File: config.mk
export PLATFORM = sky130hd
export DESIGN_NAME = ps2_key_decoder_flat
export DESIGN_NICKNAME = d
export VERILOG_FILES = /design/src/rtl/ps2_key_decoder_if.sv /design/src/rtl/ps2_key_decoder.sv /design/src/flat_wrapper.sv
export SDC_FILE = /design/constraint.sdc
export NUM_CORES = 1
export LEC_CHECK = 0
export CORE_UTILIZATION = 45
export CTS_BUF_LIST = sky130_fd_sc_hd__clkbuf_8
export CTS_CLUSTER_SIZE = 10
export DETAILED_ROUTE_END_ITERATION = 8
export DONT_BUFFER_PORTS = 1
export PLACE_DENSITY = 0.66
export SETUP_SLACK_MARGIN = 0.2
export SYNTH_ARGS = -nofsm -noshare
export SYNTH_HDL_FRONTEND = slang
export SYNTH_SLANG_ARGS = --single-unit
export TNS_END_PERCENT = 50
File: constraint.sdc
create_clock -name clk_49m -period 5.6 [get_ports clk_49m]
set_clock_uncertainty 0.15 [all_clocks]
set_input_delay 1.4 -clock clk_49m [delete_from_list [all_inputs] [get_ports clk_49m]]
set_output_delay 1.4 -clock clk_49m [all_outputs]
set_load 0.01 [all_outputs]
File: src/rtl/ps2_key_decoder_if.sv
`default_nettype none
// +--------------------------------------------------------------------+
// | ps2_key_decoder_if : raw PS/2 lines in, decoded key event out       |
// | Revision 1.0                                                        |
// +--------------------------------------------------------------------+
interface ps2_key_decoder_if;
  logic        ps2_clk;
  logic        ps2_data;
  logic [10:0] ps2_key;
  logic        key_strobe;
  logic        frame_err;

  modport master (output ps2_clk, output ps2_data,
                  input ps2_key, input key_strobe, input frame_err);
  modport slave  (input ps2_clk, input ps2_data,
                  output ps2_key, output key_strobe, output frame_err);
endinterface
`default_nettype wire

File: src/rtl/ps2_key_decoder.sv
`default_nettype none
// +--------------------------------------------------------------------+
// | ps2_key_decoder : PS/2 frame receiver with E0/F0/E1 prefix decode   |
// | Revision 1.0                                                        |
// +--------------------------------------------------------------------+
module ps2_key_decoder #(
  parameter int FILT    = 16,
  parameter int TIMEOUT = 49152
) (
  input  logic             clk_49m,
  input  logic             reset,
  ps2_key_decoder_if.slave bus
);
  localparam int FW = (FILT > 1) ? $clog2(FILT + 1) : 1;
  localparam int TW = (TIMEOUT > 1) ? $clog2(TIMEOUT + 1) : 1;
  localparam logic [FW-1:0] c_FILT_LAST = FW'(FILT - 1);
  localparam logic [TW-1:0] c_TO_LAST   = TW'(TIMEOUT - 1);

  localparam logic [1:0] c_IDLE   = 2'd0;
  localparam logic [1:0] c_SHIFT  = 2'd1;
  localparam logic [1:0] c_PARITY = 2'd2;
  localparam logic [1:0] c_STOP   = 2'd3;

  logic [1:0]    r_clk_sync;
  logic [1:0]    r_data_sync;
  logic          r_clk_filt;
  logic [FW-1:0] r_filt_cnt;
  logic [1:0]    r_state;
  logic [2:0]    r_bit_cnt;
  logic [7:0]    r_shift;
  logic          r_parity;
  logic [TW-1:0] r_to_cnt;
  logic          r_ext;
  logic          r_rel;
  logic [2:0]    r_skip;
  logic [10:0]   r_key;
  logic          r_key_strobe;
  logic          r_frame_err;

  logic w_edge;
  logic w_data;
  logic w_odd;
  logic w_timeout;

  // The edge is the very cycle the filter accepts a 1->0 transition.
  assign w_edge    = r_clk_filt & ~r_clk_sync[1] & (r_filt_cnt == c_FILT_LAST);
  assign w_data    = r_data_sync[1];
  assign w_odd     = ^{r_shift, r_parity};
  assign w_timeout = (r_state != c_IDLE) && !w_edge && (r_to_cnt == c_TO_LAST);

  always_ff @(posedge clk_49m) begin
    if (!reset) begin
      r_clk_sync   <= 2'b11;
      r_data_sync  <= 2'b11;
      r_clk_filt   <= 1'b1;
      r_filt_cnt   <= '0;
      r_state      <= c_IDLE;
      r_bit_cnt    <= '0;
      r_shift      <= '0;
      r_parity     <= 1'b0;
      r_to_cnt     <= '0;
      r_ext        <= 1'b0;
      r_rel        <= 1'b0;
      r_skip       <= '0;
      r_key        <= '0;
      r_key_strobe <= 1'b0;
      r_frame_err  <= 1'b0;
    end else begin
      r_clk_sync   <= {r_clk_sync[0], bus.ps2_clk};
      r_data_sync  <= {r_data_sync[0], bus.ps2_data};
      r_key_strobe <= 1'b0;
      r_frame_err  <= 1'b0;

      if (r_clk_sync[1] == r_clk_filt) begin
        r_filt_cnt <= '0;
      end else if (r_filt_cnt == c_FILT_LAST) begin
        r_clk_filt <= r_clk_sync[1];
        r_filt_cnt <= '0;
      end else begin
        r_filt_cnt <= r_filt_cnt + 1'b1;
      end

      if (r_state == c_IDLE || w_edge) r_to_cnt <= '0;
      else                             r_to_cnt <= r_to_cnt + 1'b1;

      case (r_state)
        c_IDLE: begin
          if (w_edge && !w_data) begin
            r_state   <= c_SHIFT;
            r_bit_cnt <= '0;
          end
        end
        c_SHIFT: begin
          if (w_edge) begin
            r_shift   <= {w_data, r_shift[7:1]};
            r_bit_cnt <= r_bit_cnt + 1'b1;
            if (r_bit_cnt == 3'd7) r_state <= c_PARITY;
          end
        end
        c_PARITY: begin
          if (w_edge) begin
            r_parity <= w_data;
            r_state  <= c_STOP;
          end
        end
        c_STOP: begin
          if (w_edge) begin
            r_state <= c_IDLE;
            if (w_data && w_odd) begin
              if (r_skip != 3'd0) begin
                r_skip <= r_skip - 1'b1;
              end else if (r_shift == 8'hE0) begin
                r_ext <= 1'b1;
              end else if (r_shift == 8'hF0) begin
                r_rel <= 1'b1;
              end else if (r_shift == 8'hE1) begin
                r_skip <= 3'd7;
              end else begin
                r_key        <= {~r_key[10], ~r_rel, r_ext, r_shift};
                r_key_strobe <= 1'b1;
                r_ext        <= 1'b0;
                r_rel        <= 1'b0;
              end
            end else begin
              r_frame_err <= 1'b1;
              r_ext       <= 1'b0;
              r_rel       <= 1'b0;
              r_skip      <= '0;
            end
          end
        end
        default: r_state <= c_IDLE;
      endcase

      // A stalled keyboard abandons the partial frame like a bad frame.
      if (w_timeout) begin
        r_state     <= c_IDLE;
        r_frame_err <= 1'b1;
        r_ext       <= 1'b0;
        r_rel       <= 1'b0;
        r_skip      <= '0;
        r_to_cnt    <= '0;
      end
    end
  end

  assign bus.ps2_key    = r_key;
  assign bus.key_strobe = r_key_strobe;
  assign bus.frame_err  = r_frame_err;
endmodule
`default_nettype wire

File: src/flat_wrapper.sv
// flat-port wrapper written by rule: the top's interface ports become plain ports
module ps2_key_decoder_flat 
#(
  parameter int FILT    = 16,
  parameter int TIMEOUT = 49152
)
  (clk_49m, reset, bus_ps2_clk, bus_ps2_data, bus_ps2_key, bus_key_strobe, bus_frame_err);
  ps2_key_decoder_if bus_i ();
  input  logic clk_49m;
  input  logic reset;
  input wire logic [$bits(bus_i.ps2_clk)-1:0] bus_ps2_clk;
  input wire logic [$bits(bus_i.ps2_data)-1:0] bus_ps2_data;
  output wire logic [$bits(bus_i.ps2_key)-1:0] bus_ps2_key;
  output wire logic [$bits(bus_i.key_strobe)-1:0] bus_key_strobe;
  output wire logic [$bits(bus_i.frame_err)-1:0] bus_frame_err;
  assign bus_i.ps2_clk = bus_ps2_clk;
  assign bus_i.ps2_data = bus_ps2_data;
  assign bus_ps2_key = bus_i.ps2_key;
  assign bus_key_strobe = bus_i.key_strobe;
  assign bus_frame_err = bus_i.frame_err;
  ps2_key_decoder #(.FILT(FILT), .TIMEOUT(TIMEOUT)) u_core (.clk_49m(clk_49m), .reset(reset), .bus(bus_i));
endmodule
**Yosys cells after proc, flatten, opt, wreduce, memory -nomap -nowiden**

Cells that the tools add are included.

- Flip-flop bits (word level): 58
- Output and inout bits: 13
- Input port bits: 4
- Logic and storage cells: 109

- Reductions and logical operators: 25
- Equal/unequal tests: 23
- Bitwise logic cells: 14
- Add/subtract/negate cells: 4
- Mux-type cells: 28

Operators by type and width:

| cell | count |
|---|---|
| $eq 8x8->1 const B | 3 |
| $mux 3 | 7 |
| $reduce_and 5->1 | 4 |
| $ne 3x3->1 const B | 6 |
| $add 16x1->16 const B | 1 |
| $eq 16x16->1 const B | 1 |
| $mux 1 | 14 |
| $not 1->1 | 12 |
| $mux 2 | 5 |
| $reduce_xor 9->1 | 1 |
| $ne 2x1->1 const B | 4 |
| $pmux 2 s4 | 1 |
| $reduce_and 7->1 | 1 |
| $reduce_or 7->1 | 1 |
| $ne 2x2->1 const B | 3 |
| $pmux 3 s2 | 1 |
| $reduce_and 2->1 | 3 |
| $reduce_or 3->1 | 2 |
| $add 5x1->5 const B | 1 |
| $eq 5x4->1 const B | 1 |
| $eq 2x2->1 const B | 2 |
| $logic_and 1x1->1 | 4 |
| $reduce_bool 2->1 | 2 |
| $add 3x1->3 const B | 1 |
| 11 further kinds | 13 |

**Logic depth before layout (Yosys ltp)**

- Depth after elaboration: 7
- Depth in mapped cells: 10
- Gate-level depth less buffers: 8

**Least setup slack after synthesis**

OpenSTA, ideal clock, no wires.

- Path type: input -> register
- From: input port reset
- To: register u_core.r_to_cnt[10]
- Data required time: 5.386 ns
- Setup time: 0.064 ns
- Path buffers: 3
- Setup slack: 2.813 ns
- Data arrival time: 2.573 ns
- Cell stages on the path: 6
- Cells stage by stage: clkbuf_1 o21ai_1 or3_1 clkbuf_2 buf_4 nor2_1

- Cells in the longest elaborated chain, start to end: 2

Ends and longest elaborated chain:

| element | line | RTL |
|---|---|---|
| start: declaration | flat_wrapper.sv:10 | `input logic reset;` |
| $not 1->1 (no source line) | - |  |
| $reduce_or 3->1 (no source line) | - |  |
| end signal: assignment | ps2_key_decoder.sv:84 | `else r_to_cnt <= r_to_cnt + 1'b1;` |
| end: declaration | ps2_key_decoder.sv:32 | `logic [TW-1:0] r_to_cnt;` |

Every way passes these cells.
A chain may end at the register's enable or synchronous reset.

**Final worst setup path**

- From: register u_core.r_shift[4]
- To: register u_core.r_key[8], in the netlist u_core.bus.ps2_key[8]

- Cells in the longest elaborated chain, start to end: 3
- Elaborated cells between the ends (all ways): 9
- Those cells by class: eq/ne: 3; bitwise: 3; reduce/logical: 3

Ends and longest elaborated chain:

| element | line | RTL |
|---|---|---|
| start: declaration | ps2_key_decoder.sv:30 | `logic [7:0] r_shift;` |
| start signal: assignment | ps2_key_decoder.sv:95 | `r_shift <= {w_data, r_shift[7:1]};` |
| $eq 8x8->1, or another cell as far along | ps2_key_decoder.sv:112 | `end else if (r_shift == 8'hE0) begin` |
| $not 1->1 (no source line) / $logic_and 1x1->1 (equally long branches) | - |  |
| $reduce_and 7->1 (no source line) (*) | - |  |
| end signal: assignment | ps2_key_decoder.sv:119 | `r_key <= {~r_key[10], ~r_rel, r_ext, r_shift};` |
| end: declaration | ps2_key_decoder.sv:36 | `logic [10:0] r_key;` |

Every way passes the cells marked *; elsewhere a longest branch is shown, timed or not.

==> impl_metrics.tcl <==
set metrics [dict create \
    io_buffers 0 \
    synth-edff-count 0 \
    grt_use_met3_pct 6.90 \
    cts_buffers 9 \
    synth_area_leaders "dfxtp_1, nand2_1, ha_1" \
    finalCritPeriodShare_pct 48.1 \
    p_leak_nw 1.01 \
    synth_top_area_share_pct 43.7 \
    first_iter_violations 86 \
    setup-violations-final 0 \
    fin_cells 370 \
    die_x_um 78.8 \
    tns_ns 0 \
    post-cts-setup-buffers 0 \
    totalPowerFinal_uw 807 \
    use_met1_pct 24.0 \
    syn_nets 311 \
    hp-class "reg2reg" \
    clkLatencyLatePin_ns 0.33 \
    clockBufferDepth 2 \
    grt_use_met2_pct 23.2 \
    power_density_nw_per_um2 279 \
    wire_per_inst_um 12.4 \
    globalplace.congestion 0.793 \
    worst_slack_ns 2.91 \
    nets 311 \
    placed_cells 355 \
    synthCells 294 \
    antenna_found_initial 0 \
    pwr-share-clk_pct 47.8 \
    placed_area_um2 2680 \
    drc 0 \
    cp-end-kind "flop" \
    design_area_um2 2890 \
    first_global_vias 1733 \
    start_kind "flop" \
    htreeDepth 3 \
    yosysWarnings 0 \
    drv_slew 0 \
    tightest_slew_ns 0.793 \
    crit_start "u_core.r_shift[4]" \
    cp.arrival_ns 2.80 \
    postRouteAntennaNets 0 \
    slew_headroom_pct 47.1 \
    combPwrFrac_pct 0.7 \
    critical-path-max-stage-delay_ns 0.73 \
    grtUsageTotal_pct 17.0 \
    netSwitchingFraction_pct 20.3 \
    via_per_inst 5.13 \
    die_y_um 78.8 \
    busiest_layer "met1" \
    min_from "u_core.r_clk_sync[0]" \
    syn_to_final_growth_pct 8.72 \
    synth_seq_cells 58 \
    r2r_start "u_core.r_shift[4]" \
    syn_avg_cell_area_um2 9.03 \
    grt_overflow 0 \
    crit_type "reg2reg" \
    grt_pass1_wl_mm 8.16 \
    grt_max_degree 38 \
    io_pins 17 \
    status "complete, no violations" \
    pwr-share-seq_pct 51.5 \
    max_cap_viol_count 0 \
    std_cell_rows 27 \
    first_pass_iters 4 \
    fin_crit_ns 2.69 \
    num_vias 1897 \
    syn-cell-area_um2 2660 \
    dpl.hpwl_mm 3.11 \
    peakVddDrop_mv 0.204 \
    rsz0062_at_grt "no" \
    cts_resized 0 \
    clock_sinks 58 \
    wl_mm 4.60 \
    final_cell_mix "dfxtp_1, nand2_1, nor2_1, mux2i_1, ha_1" \
    async_reset_ff_share_pct 0 \
    slowest_stage "nor3b_4" \
    critPathMaxFanout 12 \
    dp_slack_ns 2.92 \
    core-area_um2 5610 \
    p_int_uw 643 \
    switching_power_uw 163 \
    fmax_mhz 371 \
    synth_flop_cell "dfxtp_1" \
    die_area_um2 6210 \
    cp_num_buf_inv 0 \
    diodes 0 \
    critPathTopFamily "simple AND/OR/NAND/NOR gates" \
    layout_commonest_cell "dfxtp_1" \
    finalHoldViolCount 0 \
    cp_cell_sequence "xor2_2, xnor3_2, mux2i_4, nor3b_4, mux2i_1" \
    clkSlewWorstSetupHoldPaths_ns 0.06 \
    drive_gt1_share_pct 6.38 \
    start_util_pct 47.3 \
    synth_seq_area_share_pct 43.7 \
    yosysTopAreaCell "dfxtp_1" \
    cts_root_buf "clkbuf_8" \
    cts_tree "yes" \
    ys_types 47 \
    cp.required_ns 5.70 \
    cts.hold.buffers_added 0 \
]
[synthesized netlist by cell type (2+ instances only)]
master,instances
or4b_1,2
nor2b_1,4
clkbuf_1,6
dfxtp_1,58
xor2_1,12
xnor2_1,6
and2_1,3
nor2_1,34
and3_1,5
nand2_1,55
o211ai_1,2
mux2i_1,13
a21boi_0,3
inv_1,9
nand3_1,6
or3_1,2
ha_1,13
and4_1,3
nand4b_1,2
a22oi_1,3
o21a_1,2
o21ai_0,4
a21oi_1,12
nand4_1,4
buf_6,2
nand2b_1,8
[layer usage]
| metal | vias up | wire length, um |
|---|---|---|
| li1 | 990 | - |
| met3 | 6 | 165 |
| met5 | - | 0 |
| met4 | 0 | 63 |
| met1 | 876 | 2380 |
| met2 | 25 | 1990 |
[registers in the layout, indices dropped and copies added, names as in the netlist]
signal and flops:
u_core.r_data_sync 2, u_core.r_filt_cnt 5, u_core.r_state 2, u_core.bus.ps2_key 11
u_core.r_bit_cnt 3, u_core.r_clk_sync 2, u_core.bus.frame_err 1, u_core.r_to_cnt 16
u_core.bus.key_strobe 1, u_core.r_parity 1, u_core.r_rel 1, u_core.r_skip 3
u_core.r_ext 1, u_core.r_shift 8, u_core.r_clk_filt 1
[logic make-up (layout without fill, tap and decap cells)]
| kind of cell | Yosys count | count (layout) | share of synthesized area [%] |
|---|---|---|---|
| and+or+nand+nor | 134 | 134 | 24.4 |
| DFF | 58 | 58 | 43.7 |
| AOI/OAI and AO/OA | 34 | 34 | 8.15 |
| xor gates and xnor gates | 21 | 21 | 8.29 |
| buffers and inverters | 20 | 24 | 3.58 |
| muxes | 14 | 14 | 5.75 |
| adders and majority gates | 13 | 13 | 6.13 |
[power groups by stage]
stage | clock, mW | combinational (mW) | sequential [mW]
CTS | 0.394 | 0.00572 | 0.415
global route | 0.419 | 0.00664 | 0.415
floorplan | 0 | 0.00774 | 0.424
global placement | 0 | 0.00552 | 0.424
detailed placement | 0 | 0.00565 | 0.424
finish | 0.386 | 0.00562 | 0.415
[per-stage QoR]
step	util, %	hold slack (ns)
finish	51.5	0.258
global route	51.5	0.294
CTS	51.5	0.261
detailed placement	47.9	0.245
global placement	47.9	0.241
floorplan	-	0.236
[area by class of cell]
cell class              instances  area, um2
flip-flops and latches         58       1160
clock inverters                 4       51.3
multi-input cells             216       1400
well taps                      72       90.1
clock buffers                  11        151
fillers                       554       2720
inverters                       9       33.8
[final timing paths]
| kind | end | slack, ns | depth (start not counted) |
|---|---|---|---|
| worst max-delay path | u_core.bus.ps2_key[8] | 2.91 | 5 |
| worst min register to register | u_core.r_clk_sync[1] | 0.26 | 1 |
| worst min-delay path | u_core.r_clk_sync[1] | 0.26 | 1 |
| worst max register to register | u_core.bus.ps2_key[8] | 2.91 | 5 |
(Power assumes the default switching activity.)
